===== src/rtl/fft_pkg.sv =====
// Shared fixed-point FFT types and helpers: complex word, saturation and
// round-half-up arithmetic shifts on a wide signed accumulator.
package fft_pkg;

  localparam int unsigned FFT_DW = 16;
  localparam int unsigned FFT_TW = 16;
  localparam int unsigned ACC_W  = 64;

  typedef struct packed {
    logic signed [FFT_DW-1:0] re;
    logic signed [FFT_DW-1:0] im;
  } cpx_t;

  // Clamp v to the signed range of a w-bit word.
  function automatic logic signed [ACC_W-1:0] sat_to(input logic signed [ACC_W-1:0] v,
                                                     input int unsigned w);
    logic signed [ACC_W-1:0] hi;
    logic signed [ACC_W-1:0] lo;
    hi = (64'sd1 <<< (w - 1)) - 64'sd1;
    lo = -hi - 64'sd1;
    if (v > hi) return hi;
    if (v < lo) return lo;
    return v;
  endfunction

  function automatic logic sat_hit(input logic signed [ACC_W-1:0] v, input int unsigned w);
    return v != sat_to(v, w);
  endfunction

  // (v + 2^(sh-1)) >>> sh
  function automatic logic signed [ACC_W-1:0] rnd_shr(input logic signed [ACC_W-1:0] v,
                                                      input int unsigned sh);
    return (v + (64'sd1 <<< (sh - 1))) >>> sh;
  endfunction

endpackage


===== src/rtl/r2sdf_stage_fx_if.sv =====
// Streaming sample bus of one R2SDF stage, including the twiddle ROM lookup.
interface r2sdf_stage_fx_if #(
  parameter int unsigned LOG2N = 3,
  parameter int unsigned DW    = 16,
  parameter int unsigned TW    = 16
);
  logic                    in_valid;
  logic                    in_start;
  logic                    inverse;
  logic signed [DW-1:0]    in_re;
  logic signed [DW-1:0]    in_im;
  logic [LOG2N-2:0]        tw_addr;
  logic signed [TW-1:0]    tw_cos;
  logic signed [TW-1:0]    tw_sin;
  logic                    out_valid;
  logic                    out_start;
  logic signed [DW-1:0]    out_re;
  logic signed [DW-1:0]    out_im;
  logic                    ovf;

  modport master (
    output in_valid, in_start, inverse, in_re, in_im, tw_cos, tw_sin,
    input  tw_addr, out_valid, out_start, out_re, out_im, ovf
  );

  modport slave (
    input  in_valid, in_start, inverse, in_re, in_im, tw_cos, tw_sin,
    output tw_addr, out_valid, out_start, out_re, out_im, ovf
  );
endinterface


===== src/rtl/r2sdf_delay_line.sv =====
// Stall-aware feedback delay line: on an enabled beat the head word leaves
// and the pushed word enters, so a word re-emerges after DELAY beats.
module r2sdf_delay_line #(
  parameter int unsigned DELAY = 4,
  parameter int unsigned W     = 32
) (
  input  logic         clk,
  input  logic         reset,
  input  logic         en,
  input  logic [W-1:0] push,
  output logic [W-1:0] head
);

  logic [DELAY-1:0][W-1:0] mem_q;
  logic [DELAY-1:0][W-1:0] mem_d;

  always_comb begin
    mem_d = mem_q;
    if (en) begin
      mem_d[0] = push;
      for (int i = 1; i < int'(DELAY); i++) begin
        mem_d[i] = mem_q[i-1];
      end
    end
  end

  always_ff @(posedge clk or posedge reset) begin
    if (reset) mem_q <= '0;
    else       mem_q <= mem_d;
  end

  assign head = mem_q[DELAY-1];

endmodule


===== src/rtl/r2sdf_stage_fx.sv =====
// Fixed-point radix-2 single-path delay-feedback DIF butterfly stage with
// per-stage scaling, stall tolerance, forward/inverse twiddles and sticky overflow.
module r2sdf_stage_fx
  import fft_pkg::*;
#(
  parameter int unsigned LOG2N = 3,
  parameter int unsigned STAGE = 1,
  parameter int unsigned DW    = 16,
  parameter int unsigned TW    = 16,
  parameter int unsigned SCALE = 1
) (
  input logic              clk,
  input logic              reset,
  r2sdf_stage_fx_if.slave  bus
);

  localparam int unsigned DELAY = 2 ** (LOG2N - STAGE);
  localparam int unsigned CW    = LOG2N - STAGE + 1;
  localparam int unsigned AW    = LOG2N - 1;

  logic [CW-1:0]        cnt_q, cnt_d;
  logic                 armed_q, armed_d;
  logic                 primed_q, primed_d;
  logic                 inv_q, inv_d;
  logic                 ovf_q, ovf_d;
  logic                 out_valid_q, out_valid_d;
  logic                 out_start_q, out_start_d;
  logic signed [DW-1:0] out_re_q, out_re_d;
  logic signed [DW-1:0] out_im_q, out_im_d;

  logic                 start_beat, active, phase, inv_eff, sat_evt;
  logic [CW-1:0]        cnt_eff, j_w;
  logic [AW-1:0]        k;
  logic [2*DW-1:0]      head_w, push_w;
  logic signed [DW-1:0] hr, hi, o_re, o_im;

  logic signed [ACC_W-1:0] s_re, s_im, d_re, d_im;
  logic signed [ACC_W-1:0] s_re_v, s_im_v, d_re_v, d_im_v;
  logic signed [ACC_W-1:0] cosv, sinv, p_re, p_im;
  logic                    bf_sat, mul_sat;

  // Beat qualification, counter phase and twiddle index.
  always_comb begin
    start_beat = bus.in_valid & bus.in_start;
    active     = bus.in_valid & (armed_q | bus.in_start);
    cnt_eff    = start_beat ? '0 : cnt_q;
    phase      = cnt_eff[CW-1];
    j_w        = cnt_eff & CW'((1 << (CW - 1)) - 1);
    k          = phase ? '0 : AW'(32'(j_w) << (STAGE - 1));
    inv_eff    = start_beat ? bus.inverse : inv_q;
  end

  assign bus.tw_addr = k;

  r2sdf_delay_line #(
    .DELAY (DELAY),
    .W     (2 * DW)
  ) u_delay (
    .clk   (clk),
    .reset (reset),
    .en    (active),
    .push  (push_w),
    .head  (head_w)
  );

  // Butterfly, complex multiplier and phase mux.
  always_comb begin
    hr   = head_w[2*DW-1:DW];
    hi   = head_w[DW-1:0];
    s_re = ACC_W'(hr) + ACC_W'(bus.in_re);
    s_im = ACC_W'(hi) + ACC_W'(bus.in_im);
    d_re = ACC_W'(hr) - ACC_W'(bus.in_re);
    d_im = ACC_W'(hi) - ACC_W'(bus.in_im);
    if (SCALE != 0) begin
      s_re_v = rnd_shr(s_re, 1);
      s_im_v = rnd_shr(s_im, 1);
      d_re_v = rnd_shr(d_re, 1);
      d_im_v = rnd_shr(d_im, 1);
      bf_sat = 1'b0;
    end else begin
      s_re_v = sat_to(s_re, DW);
      s_im_v = sat_to(s_im, DW);
      d_re_v = sat_to(d_re, DW);
      d_im_v = sat_to(d_im, DW);
      bf_sat = sat_hit(s_re, DW) | sat_hit(s_im, DW) | sat_hit(d_re, DW) | sat_hit(d_im, DW);
    end

    // W = cos - j*sin; the inverse transform conjugates it.
    cosv    = ACC_W'(bus.tw_cos);
    sinv    = inv_eff ? -ACC_W'(bus.tw_sin) : ACC_W'(bus.tw_sin);
    p_re    = rnd_shr(ACC_W'(hr) * cosv + ACC_W'(hi) * sinv, TW - 1);
    p_im    = rnd_shr(ACC_W'(hi) * cosv - ACC_W'(hr) * sinv, TW - 1);
    mul_sat = sat_hit(p_re, DW) | sat_hit(p_im, DW);

    if (phase) begin
      o_re    = DW'(s_re_v);
      o_im    = DW'(s_im_v);
      push_w  = {DW'(d_re_v), DW'(d_im_v)};
      sat_evt = active & bf_sat;
    end else if (k == '0) begin
      o_re    = hr;
      o_im    = hi;
      push_w  = {bus.in_re, bus.in_im};
      sat_evt = 1'b0;
    end else begin
      o_re    = DW'(sat_to(p_re, DW));
      o_im    = DW'(sat_to(p_im, DW));
      push_w  = {bus.in_re, bus.in_im};
      sat_evt = active & mul_sat;
    end
  end

  // Next state: nothing moves except on an armed input beat.
  always_comb begin
    cnt_d       = cnt_q;
    armed_d     = armed_q;
    primed_d    = primed_q;
    inv_d       = inv_q;
    ovf_d       = ovf_q;
    out_re_d    = out_re_q;
    out_im_d    = out_im_q;
    out_valid_d = 1'b0;
    out_start_d = 1'b0;
    if (active) begin
      armed_d     = 1'b1;
      cnt_d       = cnt_eff + CW'(1);
      inv_d       = inv_eff;
      primed_d    = primed_q | phase;
      out_valid_d = primed_q | phase;
      out_start_d = phase & (j_w == '0);
      ovf_d       = (start_beat ? 1'b0 : ovf_q) | sat_evt;
      if (out_valid_d) begin
        out_re_d = o_re;
        out_im_d = o_im;
      end
    end
  end

  always_ff @(posedge clk or posedge reset) begin
    if (reset) begin
      cnt_q       <= '0;
      armed_q     <= 1'b0;
      primed_q    <= 1'b0;
      inv_q       <= 1'b0;
      ovf_q       <= 1'b0;
      out_valid_q <= 1'b0;
      out_start_q <= 1'b0;
      out_re_q    <= '0;
      out_im_q    <= '0;
    end else begin
      cnt_q       <= cnt_d;
      armed_q     <= armed_d;
      primed_q    <= primed_d;
      inv_q       <= inv_d;
      ovf_q       <= ovf_d;
      out_valid_q <= out_valid_d;
      out_start_q <= out_start_d;
      out_re_q    <= out_re_d;
      out_im_q    <= out_im_d;
    end
  end

  assign bus.out_valid = out_valid_q;
  assign bus.out_start = out_start_q;
  assign bus.out_re    = out_re_q;
  assign bus.out_im    = out_im_q;
  assign bus.ovf       = ovf_q;

endmodule


===== src/flat_wrapper.sv =====
// flat-port wrapper written by rule: the top's interface ports become plain ports
module r2sdf_stage_fx_flat import fft_pkg::*;
#(
  parameter int unsigned LOG2N = 3,
  parameter int unsigned STAGE = 1,
  parameter int unsigned DW    = 16,
  parameter int unsigned TW    = 16,
  parameter int unsigned SCALE = 1
)
  (clk, reset, bus_in_valid, bus_in_start, bus_inverse, bus_in_re, bus_in_im, bus_tw_cos, bus_tw_sin, bus_tw_addr, bus_out_valid, bus_out_start, bus_out_re, bus_out_im, bus_ovf);
  r2sdf_stage_fx_if #(.LOG2N(LOG2N), .DW(DW), .TW(TW)) bus_i ();
  input logic clk;
  input logic reset;
  input wire logic [$bits(bus_i.in_valid)-1:0] bus_in_valid;
  input wire logic [$bits(bus_i.in_start)-1:0] bus_in_start;
  input wire logic [$bits(bus_i.inverse)-1:0] bus_inverse;
  input wire logic [$bits(bus_i.in_re)-1:0] bus_in_re;
  input wire logic [$bits(bus_i.in_im)-1:0] bus_in_im;
  input wire logic [$bits(bus_i.tw_cos)-1:0] bus_tw_cos;
  input wire logic [$bits(bus_i.tw_sin)-1:0] bus_tw_sin;
  output wire logic [$bits(bus_i.tw_addr)-1:0] bus_tw_addr;
  output wire logic [$bits(bus_i.out_valid)-1:0] bus_out_valid;
  output wire logic [$bits(bus_i.out_start)-1:0] bus_out_start;
  output wire logic [$bits(bus_i.out_re)-1:0] bus_out_re;
  output wire logic [$bits(bus_i.out_im)-1:0] bus_out_im;
  output wire logic [$bits(bus_i.ovf)-1:0] bus_ovf;
  assign bus_i.in_valid = bus_in_valid;
  assign bus_i.in_start = bus_in_start;
  assign bus_i.inverse = bus_inverse;
  assign bus_i.in_re = bus_in_re;
  assign bus_i.in_im = bus_in_im;
  assign bus_i.tw_cos = bus_tw_cos;
  assign bus_i.tw_sin = bus_tw_sin;
  assign bus_tw_addr = bus_i.tw_addr;
  assign bus_out_valid = bus_i.out_valid;
  assign bus_out_start = bus_i.out_start;
  assign bus_out_re = bus_i.out_re;
  assign bus_out_im = bus_i.out_im;
  assign bus_ovf = bus_i.ovf;
  r2sdf_stage_fx #(.LOG2N(LOG2N), .STAGE(STAGE), .DW(DW), .TW(TW), .SCALE(SCALE)) u_core (.clk(clk), .reset(reset), .bus(bus_i));
endmodule

===== config.mk =====
export PLATFORM = sky130hd
export DESIGN_NAME = r2sdf_stage_fx_flat
export DESIGN_NICKNAME = d
export VERILOG_FILES = /design/src/rtl/fft_pkg.sv /design/src/rtl/r2sdf_stage_fx_if.sv /design/src/rtl/r2sdf_delay_line.sv /design/src/rtl/r2sdf_stage_fx.sv /design/src/flat_wrapper.sv
export SDC_FILE = /design/constraint.sdc
export NUM_CORES = 2
export LEC_CHECK = 0
export BUFFER_PORTS_ARGS = -buffer_cell sky130_fd_sc_hd__buf_2
export CORE_MARGIN = 4
export CORE_UTILIZATION = 45
export CTS_CLUSTER_DIAMETER = 100
export CTS_CLUSTER_SIZE = 10
export DETAILED_ROUTE_END_ITERATION = 8
export GPL_ROUTABILITY_DRIVEN = 0
export SLEW_MARGIN = 5
export SYNTH_ARGS = -nofsm -noshare
export SYNTH_HDL_FRONTEND = slang
export SYNTH_SLANG_ARGS = --single-unit

===== constraint.sdc =====
create_clock -name clk -period 17.6 [get_ports clk]
set_input_delay 2.64 -clock clk [delete_from_list [all_inputs] [get_ports clk]]
set_output_delay 2.64 -clock clk [all_outputs]
set_load 0.1 [all_outputs]

# --- Yosys cells after proc, flatten, opt, wreduce, memory -nomap -nowiden ---
# Index checks and enable logic that the tools add are counted.
op_classes:
  add_sub_neg: 14
  n_mul: 4
  magnitude_cmp: 4
  n_eq_ne: 2
  muxes: 42
  bitwise_logic: 8
  reduce_logical: 3
ops:
  columns: ["operator", "count"]
  rows:
  - ["$mux 64", 9]
  - ["$add 64x16->64 const B", 2]
  - ["$mul 16x64->64", 2]
  - ["$mux 16", 8]
  - ["$ne 49x64->1", 2]
  - ["$gt 49x16->1 const B", 2]
  - ["$lt 49x16->1 const B", 2]
  - ["$add 17x2->17 const B", 4]
  - ["$add 64x64->64", 1]
  - ["$mul 16x16->32", 2]
  - ["$neg 16->64", 1]
  - ["$sub 64x64->64", 1]
  - ["$add 16x16->17", 2]
  - ["$sub 16x16->17", 2]
  - ["$mux 32", 1]
  - ["$mux 1", 22]
  - ["$and 1x1->1", 4]
  - ["$or 1x1->1", 4]
  - ["$add 3x1->3 const B", 1]
  - ["$logic_not 3->1", 1]
  - ["$mux 3", 1]
  - ["$logic_not 2->1", 1]
  - ["$mux 2", 1]
  - ["$reduce_and 2->1", 1]
totals:
  register_bits: 169
  input_bits: 69
  output_inout_bits: 37
  elab_cells: 90

# --- Longest topological paths before layout ---
depth:
  depth_word: 17
  mapped_depth: 58
  mapped_depth_nobuf: 55

# --- Hierarchy ---
# Synthesis repeated with hierarchy kept, for this count alone.
unflattened:
  hier_cells: 10146
  area_unflattened_um2: 93302.0
by_module_without_submodules:
  columns: ["module", "n_inst", "cells_per_inst", "area_per_inst_um2", "seq_area_each_um2"]
  rows:
  - ["r2sdf_stage_fx", 1, 9843, 88235.9, 1026.0]
  - ["r2sdf_delay_line", 1, 303, 5066.1, 3203.1]

# --- Least setup slack after synthesis ---
# OpenSTA, ideal clock, no wires.
synth_timing:
  kind: "input port to flip-flop"
  from: "input bus_tw_cos[2]"
  to: "register u_core.out_im_q[12] (netlist: u_core.bus.out_im[12])"
  setup_time_ns: 0.141
  arrival_ns: 16.503
  required_ns: 17.459
  slack_ns: 0.956
  cell_stages: 55
  n_path_buf: 4
  cell_sequence: "clkbuf_1 and2_1 fa_1 inv_1 fa_1 fa_1 inv_1 fa_1 fa_1 inv_1 fa_1 inv_1 ha_1 a21o_1 a21o_1 a21oi_1 o31ai_2 a2111oi_2 [... 19 more ...] o21bai_1 a221o_1 a221o_1 or2_1 buf_2 a21o_1 xor2_1 and3_1 o2111ai_1 nor4b_1 and4_1 nand4_1 or4_1 ha_1 clkbuf_1 nor2_1 a22oi_1 o221ai_1"
synth_between:
  elab_chain_len: 12
  word_cells_on_any_way: 17
  cone_classes: "2 x add/sub; 1 x mul; 2 x order compare; 12 x mux"
synth_lines:
  columns: ["element", "line_no", "rtl"]
  rows:
  - ["start, declared", "flat_wrapper.sv:19", "input wire logic [$bits(bus_i.tw_cos)-1:0] bus_tw_cos;"]
  - ["$mul 16x16->32 (*)", "r2sdf_stage_fx.sv:92", "p_im = rnd_shr(ACC_W'(hi) * cosv - ACC_W'(hr) * sinv, TW - 1);"]
  - ["$sub 64x64->64 (*)", "r2sdf_stage_fx.sv:92", null]
  - ["$add 64x16->64 (*)", "fft_pkg.sv:33", "return (v + (64'sd1 <<< (sh - 1))) >>> sh;"]
  - ["$lt 49x16->1", "fft_pkg.sv:22", "if (v < lo) return lo;"]
  - ["$mux 1 (2 in series)", "fft_pkg.sv:22", null]
  - ["$mux 1", "r2sdf_stage_fx.sv:100", "end else if (k == '0) begin"]
  - ["$mux 1", "r2sdf_stage_fx.sv:95", "if (phase) begin"]
  - ["$mux 16", "fft_pkg.sv:23", "return v;"]
  - ["$mux 16 (*)", "fft_pkg.sv:22", null]
  - ["$mux 16 (*)", "r2sdf_stage_fx.sv:100", null]
  - ["$mux 16 (*)", "r2sdf_stage_fx.sv:95", null]
  - ["end signal, assigned", "r2sdf_stage_fx.sv:159", "out_im_q <= out_im_d;"]
  - ["end, declared", "r2sdf_stage_fx.sv:29", "logic signed [DW-1:0] out_im_q, out_im_d;"]
# Mark *: on every way between the ends. The rest lies on a longest branch, timed or not. The select of a mux whose other input is x is not followed.
# A chain may end at the register's enable or synchronous reset.

# --- Final worst setup path ---
layout_timing:
  from: "input bus_tw_cos[2]"
  to: "register u_core.out_im_q[1] (netlist: u_core.bus.out_im[1])"
# The elaborated chain is that of the path after synthesis.

==> impl_metrics.py <==
metrics = {
    "run": {
        "cap_viol_max_count": 0,
    },
    "clock_tree": {
        "numCtsBuffers": 17,
        "post-cts-setup-buffers": 0,
        "worstSkewPairLatency_ps": 440,
        "buffer_depth_of_the_longest_clock_path": 2,
        "cts.sinks": 169,
        "hold_buffers": 0,
        "clk_pin_slew_worst_paths_ps": 70,
        "clock-root-buffer": "clkbuf_16",
        "cts-htree-levels": 4,
        "cts_tree": "built",
    },
    "synthesis": {
        "synthCells": 9582,
        "total_of_warnings_raised_by_yosys": 0,
        "ys_seq_area_frac": 0.0497,
        "ys_seq_elements": 169,
        "synth.avg_cell_area_um2": 8.89,
        "ys_top_cells_by_area": "fa_1, inv_1, ha_1",
        "post_synth_num_cell_types": 98,
        "synth_enable_flop_cells": 0,
        "netlist_area_before_placement_um2": 85100,
        "synth_most_common_cell": "inv_1",
        "postSynth.asyncResetShare": 1.00,
        "synthFlopType": "dfrtp_1",
        "synthDominantCellAreaShare": 0.485,
        "mappedNetlistNets": 12300,
        "synth_top_cell_by_area": "fa_1",
        "synth_top_cells_by_count": "inv_1, fa_1, nand2_1",
    },
    "setup_path": {
        "data_arrival_time_of_the_critical_path_ps": 17060,
        "cp_max_fo": 31,
        "start_kind": "primary input",
        "cp_common_cell": "fa_1",
        "max_stage_delay_ps": 570,
        "timing.critical_path.required_ps": 17880,
        "crit_slowest_cell": "a2111oi_0",
        "worstReg2RegStart": "u_core.u_delay.head[8]$_DFFE_PP0P_",
        "ff2ff_setup_slack_ps": 2050,
        "criticalPathCategory": "primary input to flip-flop",
        "worst_r2r_path_depth": 49,
        "crit_path_end_kind": "flip-flop",
        "worstReg2RegEnd": "u_core.bus.out_im[1]$_DFFE_PP0P_",
    },
    "global_routing": {
        "grt_start_max_net_pins": 124,
        "globalRouteOverflowTotal": 0,
        "grt_pass1_wl_um": 422000,
        "grt_usage": 0.279,
        "grt_antenna_before_repair": 21,
        "vias_in_the_first_global_route": 70600,
    },
    "floorplan": {
        "die_area_um2": 196000,
        "initial_utilization": 0.453,
        "floorplan.die.width_um": 443,
        "die_h_um": 443,
        "fp.coreArea_um2": 188000,
        "floorplan.io_pins": 106,
        "std_cell_rows": 159,
    },
    "layout": {
        "finish.net_count": 12100,
        "synthToLayoutAreaGrowth_pct": 4.61,
        "filler_cell_count": 18000,
        "final_layout_size_suffix_gt1_frac": 0.0455,
        "post-route-util": 0.474,
    },
    "sta": {
        "transition_at_the_pin_with_the_smallest_max_transition_slack_ps": 1210,
        "slew_headroom": 0.188,
        "setup_violations": 0,
        "worst_hold_slack_ps": 461,
        "maxClockFrequency_mhz": 59.6,
        "totalNegativeSetupSlack_ps": 0,
        "final-hold-violation-count": 0,
        "worst_clock_skew_ps": 12.4,
        "fin_crit_ps": 16780,
        "report.final.slew_viol_count": 0,
        "rsz0062_at_grt": "no",
        "layout_worst_path_cycle_share": 0.953,
    },
    "placement": {
        "count_of_input_and_output_buffers": 105,
        "place_hpwl_um": 211000,
    },
    "drt": {
        "wl_per_cell_um": 22.5,
        "drt-initial-drc-count": 5149,
        "drc_errors": 0,
        "routed-via-count": 64900,
        "post_drt_via_cell_ratio": 5.46,
        "drtPass1Iterations": 6,
        "drtAntennaViolNets": 0,
        "drt-total-wl_um": 268000,
    },
    "worst_hold_path": {
        "timing.hold.worst_path_depth": 2,
        "hold_start": "u_core.u_delay.mem_q[67]$_DFFE_PP0P_",
        "min-delay-path-class": "flip-flop to flip-flop",
        "min_to": "u_core.u_delay.head[3]$_DFFE_PP0P_",
    },
    "run_status": {
        "outcome": "completed",
    },
}
==> sequential cells by signal, summed over array words and instances, names as in the netlist <==
register              flops
u_core.u_delay.mem_q     96
u_core.bus.ovf            1
u_core.bus.out_im        16
u_core.armed_q            1
u_core.u_delay.head      32
u_core.primed_q           1
u_core.inv_q              1
u_core.cnt_q              3
u_core.bus.out_re        16
u_core.bus.out_valid      1
u_core.bus.out_start      1
==> kinds of logic (layout without fill, tap and decap cells) <==
family                     Yosys count  in the layout  synth area share
adders and majority gates         2692           2692             0.578
xor gates and xnor gates           262            262            0.0272
other                                0              7                 0
and+or+nand+nor                   3025           3025             0.168
buffers and inverters             2668           2458             0.118
muxes                                6              6          0.000735
DFF                                169            169            0.0497
AOI/OAI and AO/OA                  760            760            0.0595
==> stage by stage <==
step	std cells	setup slack [ps]	cell area, um2
final	11900	819	89100
after CTS	11900	537	89000
after global placement	11800	231	88400
after global routing	11900	64.8	89100
after floorplan	9582	956	85100
after detailed placement	11800	112	88400
==> worst max-delay path: cells and delay by family <==
| family | cells | cell delay [ps] |
|---|---|---|
| xor+xnor | 3 | 790 |
| fa+ha+maj | 15 | 6770 |
| buf+inv | 12 | 1300 |
| compound gates | 17 | 4430 |
| simple gates | 4 | 1090 |
==> final cells by class <==
| type | instances | area, um2 | area share |
|---|---|---|---|
| inverter | 2170 | 8150 | 0.0915 |
| clock inverter | 13 | 120 | 0.00135 |
| tap | 2495 | 3120 | 0.0351 |
| sequential | 169 | 4290 | 0.0481 |
| multi-input combinational | 6745 | 71200 | 0.800 |
| timing repair buffer | 256 | 1680 | 0.0188 |
| clock buffer | 19 | 443 | 0.00497 |
| antenna | 7 | 17.5 | 0.000197 |
==> how the worst max path moves through the flow <==
stage / start / to / slack [ps] / cells after the start
floorplan: bus_tw_cos[2] / u_core.bus.out_im[12]$_DFFE_PP0P_ / 960 / 55
global placement: bus_tw_cos[2] / u_core.bus.ovf$_DFFE_PP0P_ / 230 / 51
detailed placement: bus_tw_cos[2] / u_core.bus.out_re[14]$_DFFE_PP0P_ / 110 / 53
CTS: bus_tw_cos[2] / u_core.bus.out_re[14]$_DFFE_PP0P_ / 540 / 53
global route: bus_tw_cos[2] / u_core.bus.ovf$_DFFE_PP0P_ / 60 / 54
finish: bus_tw_cos[2] / u_core.bus.out_im[1]$_DFFE_PP0P_ / 820 / 51
==> metal layers <==
layer | global-route usage | routed length (um) | vias to the layer above
li1 | - | - | 27900
met1 | 0.359 | 105000 | 33800
met2 | 0.463 | 127000 | 2565
met3 | 0.0390 | 18600 | 603
met4 | 0.138 | 16900 | 10
met5 | 0 | 39 | -
==> cell usage in the layout (no fill, tap or decap), types with 23 or more instances in the layout <==
master	count
inv_1	2165
fa_1	2063
nand2_1	1572
and2_1	721
ha_1	628
nor2_1	266
a21oi_1	209
xnor2_1	191
buf_4	149
dfrtp_1	138
o21ai_0	130
buf_2	105
and3_1	98
a21o_1	88
nor3_1	81
nand3_1	62
xor2_1	55
nand2b_1	48
o21bai_1	36
nor2b_1	30
a211oi_1	30
nand4_1	29
or2_2	24
or3_1	23
dfrtp_2	23
==> repair_timing <==
item | 4_1_cts | 5_1_grt
setup endpoints to repair | 0 | 17
hold endpoints to repair | 0 | 0
resized for setup | 0 | 7
Power is left out: the tool's default activity adds up to more than one toggle a clock period on the data nets, which glitch-free logic cannot reach.
